`src/rtl/mul_bias.sv`:
```
`default_nettype none
// +----------------------------------------------------------------------------+
// | Module   : mul_bias                                                        |
// | Brief    : Two-stage pipelined signed multiply-add, mul = node*wegt + bias |
// | Revision : 1.0                                                             |
// +----------------------------------------------------------------------------+
module mul_bias #(
  parameter int DATA_W = 8,
  parameter int OUT_W  = 16,
  parameter int SAT_EN = 1
) (
  input  logic              clk,
  input  logic              rst,
  input  logic              in_valid,
  input  logic [DATA_W-1:0] node,
  input  logic [DATA_W-1:0] wegt,
  input  logic [DATA_W-1:0] bias,
  output logic              out_valid,
  output logic [OUT_W-1:0]  mul
);

  localparam int c_prod_w = 2 * DATA_W;
  localparam int c_sum_w  = c_prod_w + 1;

  logic signed [c_prod_w-1:0] w_prod;
  logic signed [c_prod_w-1:0] r_prod;
  logic signed [c_sum_w-1:0]  r_bias;
  logic signed [c_sum_w-1:0]  w_sum;
  logic        [OUT_W-1:0]    w_res;
  logic                       r_valid1;

  // Operands are widened as signed before multiplying, so -128 * -128 stays positive.
  assign w_prod = $signed(node) * $signed(wegt);

  always_ff @(posedge clk or posedge rst) begin
    if (rst) begin
      r_prod   <= '0;
      r_bias   <= '0;
      r_valid1 <= 1'b0;
    end else begin
      r_valid1 <= in_valid;
      if (in_valid) begin
        r_prod <= w_prod;
        r_bias <= {{(DATA_W + 1){bias[DATA_W-1]}}, bias};
      end
    end
  end

  assign w_sum = {r_prod[c_prod_w-1], r_prod} + r_bias;

  generate
    if (OUT_W < c_sum_w && SAT_EN != 0) begin : g_sat
      // Bits at and above the output sign must all agree, otherwise the sum is out of range.
      logic [c_sum_w-OUT_W:0] w_top;
      logic                   w_ovf;
      assign w_top = w_sum[c_sum_w-1:OUT_W-1];
      assign w_ovf = ~((&w_top) | ~(|w_top));
      assign w_res = !w_ovf ? w_sum[OUT_W-1:0] :
                     (w_sum[c_sum_w-1] ? {1'b1, {(OUT_W - 1){1'b0}}}
                                       : {1'b0, {(OUT_W - 1){1'b1}}});
    end else begin : g_pass
      // Signed size cast: truncates when narrowing, sign-extends when widening.
      assign w_res = OUT_W'(w_sum);
    end
  endgenerate

  always_ff @(posedge clk or posedge rst) begin
    if (rst) begin
      out_valid <= 1'b0;
      mul       <= '0;
    end else begin
      out_valid <= r_valid1;
      mul       <= w_res;
    end
  end

endmodule
`default_nettype wire

```
`config.mk`:
```
export PLATFORM = sky130hd
export DESIGN_NAME = mul_bias
export DESIGN_NICKNAME = d
export VERILOG_FILES = /design/src/rtl/mul_bias.sv
export SDC_FILE = /design/constraint.sdc
export NUM_CORES = 1
export LEC_CHECK = 0
export BUFFER_PORTS_ARGS = -buffer_cell sky130_fd_sc_hd__buf_2
export CAP_MARGIN = 20
export CORE_MARGIN = 3
export CORE_UTILIZATION = 48
export CTS_CLUSTER_SIZE = 20
export DETAILED_ROUTE_END_ITERATION = 16
export PLACE_DENSITY_LB_ADDON = 0.25
export REMOVE_ABC_BUFFERS = 1
export SYNTH_ARGS = -nofsm -noshare
export SYNTH_HDL_FRONTEND = slang
export SYNTH_SLANG_ARGS = --single-unit
```
`constraint.sdc`:
```
create_clock -name clk -period 4.25 [get_ports clk]
set_input_delay 0.85 -clock clk [delete_from_list [all_inputs] [get_ports clk]]
set_output_delay 0.85 -clock clk [all_outputs]
set_load 0.1 [all_outputs]
```
After elaboration in Yosys (flattened, before gate mapping)
Index checks and enable logic that the tools add are counted.
{ "op_classes": {"n_reduce_logical": 2, "n_mux": 2, "multipliers": 1, "bitwise": 2, "addsub": 1} }
{ "ops": {"columns": ["operator", "count"], "rows": [
  ["16-bit two-way mux", 2],
  ["16-bit by 8-bit adder with 17-bit output", 1],
  ["8-bit by 8-bit multiplier with 16-bit output", 1],
  ["2-bit AND reduction", 1],
  ["2-bit OR reduction", 1],
  ["1-bit inverter", 1],
  ["1-bit bitwise OR", 1]
]} }
{ "word_totals": {"out_inout_bits": 17, "input_bits": 27, "regBits": 42, "word_cells": 13} }

Longest topological paths before layout
Gate-level depths: netlist of the first run.
{ "depth": {"word_depth": 5, "depth_mapped": 18, "ltp_nobuf": 18} }

Least setup slack after synthesis of the first run
No wires, ideal clock.
{ "synth_timing": {"kind": "in2reg", "startpoint": "input port node[0]", "endpoint": "register r_prod[15]", "setup_ns": 0.125, "t_arrival_ns": 4.559, "slack_ns": -0.434, "path_buffers": 0, "path_stages": 14, "required_time_ns": 4.125, "path_cell_list": "nand2b_1 -> fa_1 -> fa_1 -> fa_1 -> fa_1 -> inv_1 -> ha_1 -> inv_1 -> o21ai_0 -> a21oi_1 -> o2bb2ai_1 -> o311ai_0 -> xnor2_1 -> mux2_2"} }
{ "synth_between": {"elab_chain_len": 1} }
{ "synth_lines": {"columns": ["element", "line_no", "rtl"], "rows": [
  ["start: declaration", "15", "input logic [DATA_W-1:0] node,"],
  ["8-bit by 8-bit multiplier with 16-bit output", "33", "assign w_prod = $signed(node) * $signed(wegt);"],
  ["end signal: assignment", "43", "r_prod <= w_prod;"],
  ["end: declaration", "26", "logic signed [c_prod_w-1:0] r_prod;"]
]} }
No other way between the ends.
A chain may end at the register's enable or synchronous reset.

Worst setup path in the final report of the first run
{ "layout_timing": {"startpoint": "input port node[3]", "endpoint": "register r_prod[14]"} }
Same word-level chain as after synthesis.

==> results.md, run 1 <==
- Status: finished, violations left
- Failing checks: setup timing
- Worst-path clk slew: around 0.08 ns
- Worst min-delay path endpoint: out_valid
- Via density: ~5
- Hold-fix buffers at CTS: 0
- R2r setup slk: 0.99 ns
- Final Non-Filler Cells: about 760
- Worst hold start: r_valid1
- Top_reg_cell synth: dfrtp_1
- CP required: approximately 4.5 ns
- Post-route setup TNS: -0.224 ns
- EDFF count, synth: 0
- CP max stage delay: approximately 0.48 ns
- First-pass GRT wire length: ~18000 um
- Tmin final: 4.33 ns
- Final Worst Setup Slack: -0.0838 ns
- Placed Area: 5550 um^2
- Crit path launch: node[3]
- Yosys warns: 0
- First-pass DRT Iterations: 5
- Placed insts: 741
- Clk sinks: between 40 and 50
- Mapped Avg Cell Area: 9.19 um^2
- Count leader, synth: inv_1
- Total congestion overflow: 0
- Layout Nets: between 700 and 800
- Peak VDD IR: ~0.46 mV
- Slew Limit Fails: 0
- Initial core utilization: 0.497
- Worst-Margin Slew: 0.876 ns
- Setup-violating endpoint count in the final report: 6
- Critical path depth: 20
- # rows: 36
- Vias in the first global route: 4218
- Die ar.: approximately 11000 um^2
- Max Root-Sink Buffers: 2
- Initial antenna violation count: 0
- Core area: around 9900 um^2
- Worst r2r src: r_bias[7]
- H-tree depth: 2
- Initial DRC count: between 100 and 150
- FF-to-FF End: mul[10]
- Top cells by area, synth: fa_1 23%, dfrtp_1 21%, ha_1 11%
- Worst Path Buf+Inv: 5
- Area delta synth->final: 27.7%
- Comb pwr share: 0.793
- Die height: 107 um
- Share of layout cells above drive strength 1: 0.321
- Crit. End Element: flop
- Worst-Skew Late Latency: approximately 0.3 ns
- Clock power frac: 0.078
- Largest net degree at the start of global routing: between 40 and 50
- Flops & latches, synth: 42
- Reg2reg path depth: 9
- Cts bufs inserted: 5
- Maxcap violations: 0
- Yosys top cell area share: 0.229
- Setup Skew: around 0.0049 ns
- Flop pwr share: 0.128
- Fmax: approximately 0.23 GHz
- Remaining antenna violation count: 0
- Antenna cells: 0
- Die width: 107 um
- HP Class: flop to flop
- Critical path class: input pin to flop
- Final instance area: 6270 um^2
- CP Cell Sequence: buf_12 > buf_6 > and2_4 > ha_4 > fa_1 > ha_1 > inv_2 > fa_1 > inv_1 > ha_2 > inv_2 > fa_2 > nor2b_2 > o21ai_2 > a21oi_2 > o21ai_2 > a211oi_2 > o21a_1 > nor3_2 > o31ai_2
- Leakage: about 3.0 nW
- Detailed placement HPWL: between 8000 and 9000 um
- NetSw: around 2.5 mW
- Sw frac: 0.496
- CP max FO: 7
- I/O Pins: 44
- Ys async rst share: 1.00
- Internal Power: between 2 and 3 mW
- Synth cell types: 51
- Register area share after synthesis: 0.214
- GRT Util Overall: 0.195
- Root Buffer: clkbuf_8
- RSZ-0062 raised after global routing: yes
- Routed wire length per instance: roughly 13 um
- Final Util: 0.635
- TritonCTS clock tree: done
- DRC viols: 0
- Syn Std Cell Area: 4910 um^2
- Synth Instances: roughly 530
- Via count: 3907
- Pwr per Cell Area: between 700 and 800 nW/um^2
- Relative slew slack: 0.414
- Slowest-stage cell, CP: fa_1
- IO buf count: 43
- Routability cong.: around 0.82
- Hold Slack: ~0.36 ns
- Total chip power: 4.97 mW
- Largest area contributor in the netlist: fa_1
- Final Hold Fails: 0
- Critical path's top delay family: adder cells
- Hold Crit Depth: 0
- Arrival time worst endpoint: approximately 4.6 ns
- Post-synth top cells: 103 x inv_1, 56 x fa_1, 52 x nand2_1
- Total wire length: about 10000 um
- Startpoint Class: input pin
- Final clock period utilization by the worst path: 1.02
- DP Worst Slack: -0.830 ns
[kinds of logic (layout without fill, tap and decap cells)]
logic type | count (synthesis) | count (layout) | share of synthesized area
buf+inv | 116 | 212 | 0.0926
simple gates | 137 | 137 | 0.135
compound gates | 99 | 99 | 0.137
fa+ha+maj | 101 | 101 | 0.343
xor+xnor | 23 | 23 | 0.0411
mux | 16 | 16 | 0.0365
flops | 42 | 42 | 0.214
[cells in the final DEF (no fill, tap or decap), drive strengths merged, types with 2 or more instances in the layout]
master / n
and2: 33
a31o: 2
a21o: 4
mux2: 15
bufinv: 2
nor3: 6
a2111oi: 2
ha: 45
o31ai: 3
and3: 5
o21a: 5
a21oi: 31
nor2: 25
o22ai: 2
nor2b: 3
fa: 56
o2bb2ai: 2
xor2: 7
nand2b: 2
o31a: 2
dfrtp: 42
a211oi: 2
buf: 100
nand2: 52
o22a: 13
o211ai: 2
o311ai: 2
clkbuf: 6
nand3: 7
xnor2: 16
o21ai: 19
inv: 103
[worst max path at each step]
stage | to
finish | r_prod[14]
global route | r_prod[14]
CTS | r_prod[15]
detailed placement | r_prod[14]
global placement | r_prod[14]
floorplan | r_prod[15]
[power groups by stage]
stage          Clock (mW)  Combinational [mW]  Sequential [mW]
6_report            0.389                3.94            0.637
3_5_place_dp            0                3.38            0.645
4_1_cts             0.397                3.84            0.638
3_3_place_gp            0                3.30            0.641
2_1_floorplan           0                1.99             1.21
5_1_grt             0.416                4.35            0.656
[final cells by class]
class / count / area (um^2)
Timing Repair Buffer: 100 / 798
Clock inverter: 2 / 60.1
Clock buffer: 6 / 82.6
Tap cell: 133 / 166
Sequential cell: 42 / 1050
Fill cell: 828 / 3600
Multi-Input combinational cell: 376 / 3720
Inverter: 104 / 393
[flip-flops by register name (all words and copies together), names as in the netlist]
signal and flops:
mul 16, r_valid1 1, out_valid 1, r_prod 16, r_bias 8
[routing by layer]
layer,vias to the layer above,global-route usage,routed length [um]
met1,1935,0.258,4670
met5,-,0,0
li1,1921,-,-
met2,39,0.342,5250
met3,12,0.0289,245
met4,0,0.0356,111
[what timing repair did]
action / CTS / global route
cloned: 0 / 0
resized for setup: 116 / 14
pin swaps: 69 / 13
setup endpoints to repair: 6 / 7
buffers inserted: 12 / 5
Note: power is estimated with default switching activity, not from simulation.
==> run 2, diff against run 1 <==
- CORE_MARGIN: 3 -> default
==> run 2 against run 1 <==
  * The run still ends with setup timing left
  * Die area decreased by 7.3%
  * Critical path type unchanged
  * Total power down 2.8%
  * Critical endpoint unchanged
  * Combinational power about the same
  * Global-route usage rose by 2.0 points
==> results.md, run 2 (same netlist as run 1, synthesis figures left out) <==
- DP Worst Slack: -0.762 ns
- Routed wire length per instance: around 13 um
- DRC viols: 0
- Comb pwr share: 0.814
- Relative slew slack: 0.401
- Critical path class: input pin to flop
- Remaining antenna violation count: 0
- Vias in the first global route: roughly 4200
- Most common cell after layout, fill and taps aside: inv_1
- Hold-fix buffers at CTS: 0
- Reg2reg path depth: 9
- Placed insts: between 700 and 800
- FF-to-FF End: mul[13]
- TritonCTS clock tree: done
- Tmin final: around 4.4 ns
- Arrival time worst endpoint: roughly 4.6 ns
- Initial antenna violation count: 0
- Status: finished, violations left
- Slew Limit Fails: 0
- Cts bufs inserted: 5
- Top Registers: mul x16, r_prod x16, r_bias x8
- Worst min-delay path endpoint: out_valid
- Worst r2r src: r_bias[7]
- Crit path top cell by count: inv_2
- RSZ-0062 raised after global routing: yes
- Share of layout cells above drive strength 1: 0.312
- Total congestion overflow: 0
- Worst-Margin Slew: between 0.8 and 0.9 ns
- Fmax: between 0.2 and 0.25 GHz
- Die height: slightly above 100 um
- First-pass DRT Iterations: 4
- Antenna cells: 0
- Die width: around 100 um
- CP required: around 4.5 ns
- # rows: 36
- Total wire length: ~10000 um
- Clk sinks: 42
- Peak VDD IR: between 0.5 and 0.6 mV
- Pwr per Cell Area: about 780 nW/um^2
- Final clock period utilization by the worst path: 1.02
- Flop pwr share: 0.132
- Failing checks: setup timing
- Crit. End Element: flop
- Via density: 5.05
- Worst hold start: r_valid1
- Most frequent cells in the layout: 85 x inv_1, 52 x fa_1, 51 x buf_4, 47 x nand2_1, 42 x dfrtp_1
- First-pass GRT wire length: ~18000 um
- Slowest-stage cell, CP: fa_1
- CP max FO: 5
- Startpoint Class: input pin
- Root Buffer: clkbuf_8
- Final Worst Setup Slack: -0.101 ns
- Layout Nets: approximately 760
- Setup-violating endpoint count in the final report: 5
- Leakage: a little under 3 nW
- Hold Crit Depth: 0
- Final Non-Filler Cells: about 760
- Via count: approximately 3900
- Routability cong.: between 0.8 and 0.9
- Area delta synth->final: 26.8%
- Setup Skew: 0.00542 ns
- Worst-Skew Late Latency: 0.30 ns
- Final Hold Fails: 0
- Die ar.: roughly 11000 um^2
- IO buf count: between 40 and 50
- Internal Power: about 2.4 mW
- Largest net degree at the start of global routing: between 40 and 50
- HP Class: flop to flop
- H-tree depth: 2
- Initial DRC count: approximately 170
- Maxcap violations: 0
- GRT Util Overall: 0.215
- Initial core utilization: 0.500
- Sw frac: 0.507
- CP Cell Sequence: buf_8 > buf_6 > and2_4 > fa_2 > inv_2 > fa_1 > inv_2 > ha_4 > inv_2 > fa_1 > buf_6 > fa_2 > nor2b_2 > o21ai_2 > a21oi_2 > o21ai_2 > a211oi_2 > o21a_1 > nor3_2 > o31ai_1
- NetSw: 2.45 mW
- Detailed placement HPWL: between 7000 and 8000 um
- Worst-path clk slew: about 0.080 ns
- Core area: 9820 um^2
- Clock power frac: 0.055
- I/O Pins: 44
- R2r setup slk: 1.01 ns
- Max Root-Sink Buffers: 2
- CP max stage delay: around 0.45 ns
run 2: layer usage:
layer,GRT usage,routed length [um]
met1,0.273,4530
met2,0.393,5160
met3,0.0244,215
met4,0.0444,89
met5,0,0
run 2: worst max-delay path by stage:
stage	start	end	slack [ns]
finish	node[2]	r_prod[14]	-0.10
global route	node[2]	r_prod[14]	-0.23
CTS	node[1]	r_prod[15]	-0.03
detailed placement	wegt[4]	r_prod[14]	-0.76
global placement	wegt[4]	r_prod[14]	-0.72
floorplan	node[0]	r_prod[15]	-0.43
run 2: cell type report:
class / count / area (um^2)
clock buffer: 7 / 86.3
clock inverter: 1 / 5.00
fill: 867 / 3600
inverter: 104 / 393
multi-input combinational: 376 / 3730
sequential: 42 / 1050
tap: 133 / 166
timing repair buffer: 101 / 791
run 2: power groups by stage:
stage | Combinational [mW] | Sequential [mW] | Clock [mW]
5_1_grt | 4.37 | 0.656 | 0.285
6_report | 3.93 | 0.635 | 0.265
4_1_cts | 3.81 | 0.637 | 0.275
3_5_place_dp | 3.36 | 0.645 | 0
2_1_floorplan | 1.99 | 1.21 | 0
3_3_place_gp | 3.30 | 0.639 | 0
run 2: critical path, delay by kind of cell:
kind / cells / cell delay, ns
fa+ha+maj: 5 / 1.84
simple gates: 3 / 0.33
compound gates: 6 / 0.95
buf+inv: 6 / 0.56
run 2: metrics by stage:
| stage | hold slack, ns | cell area [um^2] | TNS (ns) | util | power [mW] |
|---|---|---|---|---|---|
| final | 0.355 | 6220 | -0.400 | 0.633 | 4.83 |
| after CTS | 0.358 | 6090 | -0.0439 | 0.621 | 4.73 |
| after detailed placement | 0.340 | 5560 | -4.42 | 0.566 | 4.00 |
| after global routing | 0.361 | 6220 | -1.22 | 0.633 | 5.31 |
| after global placement | 0.337 | 5560 | -3.95 | 0.566 | 3.94 |
| after floorplan | 0.331 | 4840 | -1.43 | - | 3.20 |
run 2: what timing repair did:
item | CTS | global route
endpoints found under the setup margin | 7 | 7
gates resized for setup | 105 | 22
pin swaps | 70 | 29
buffers inserted | 11 | 3
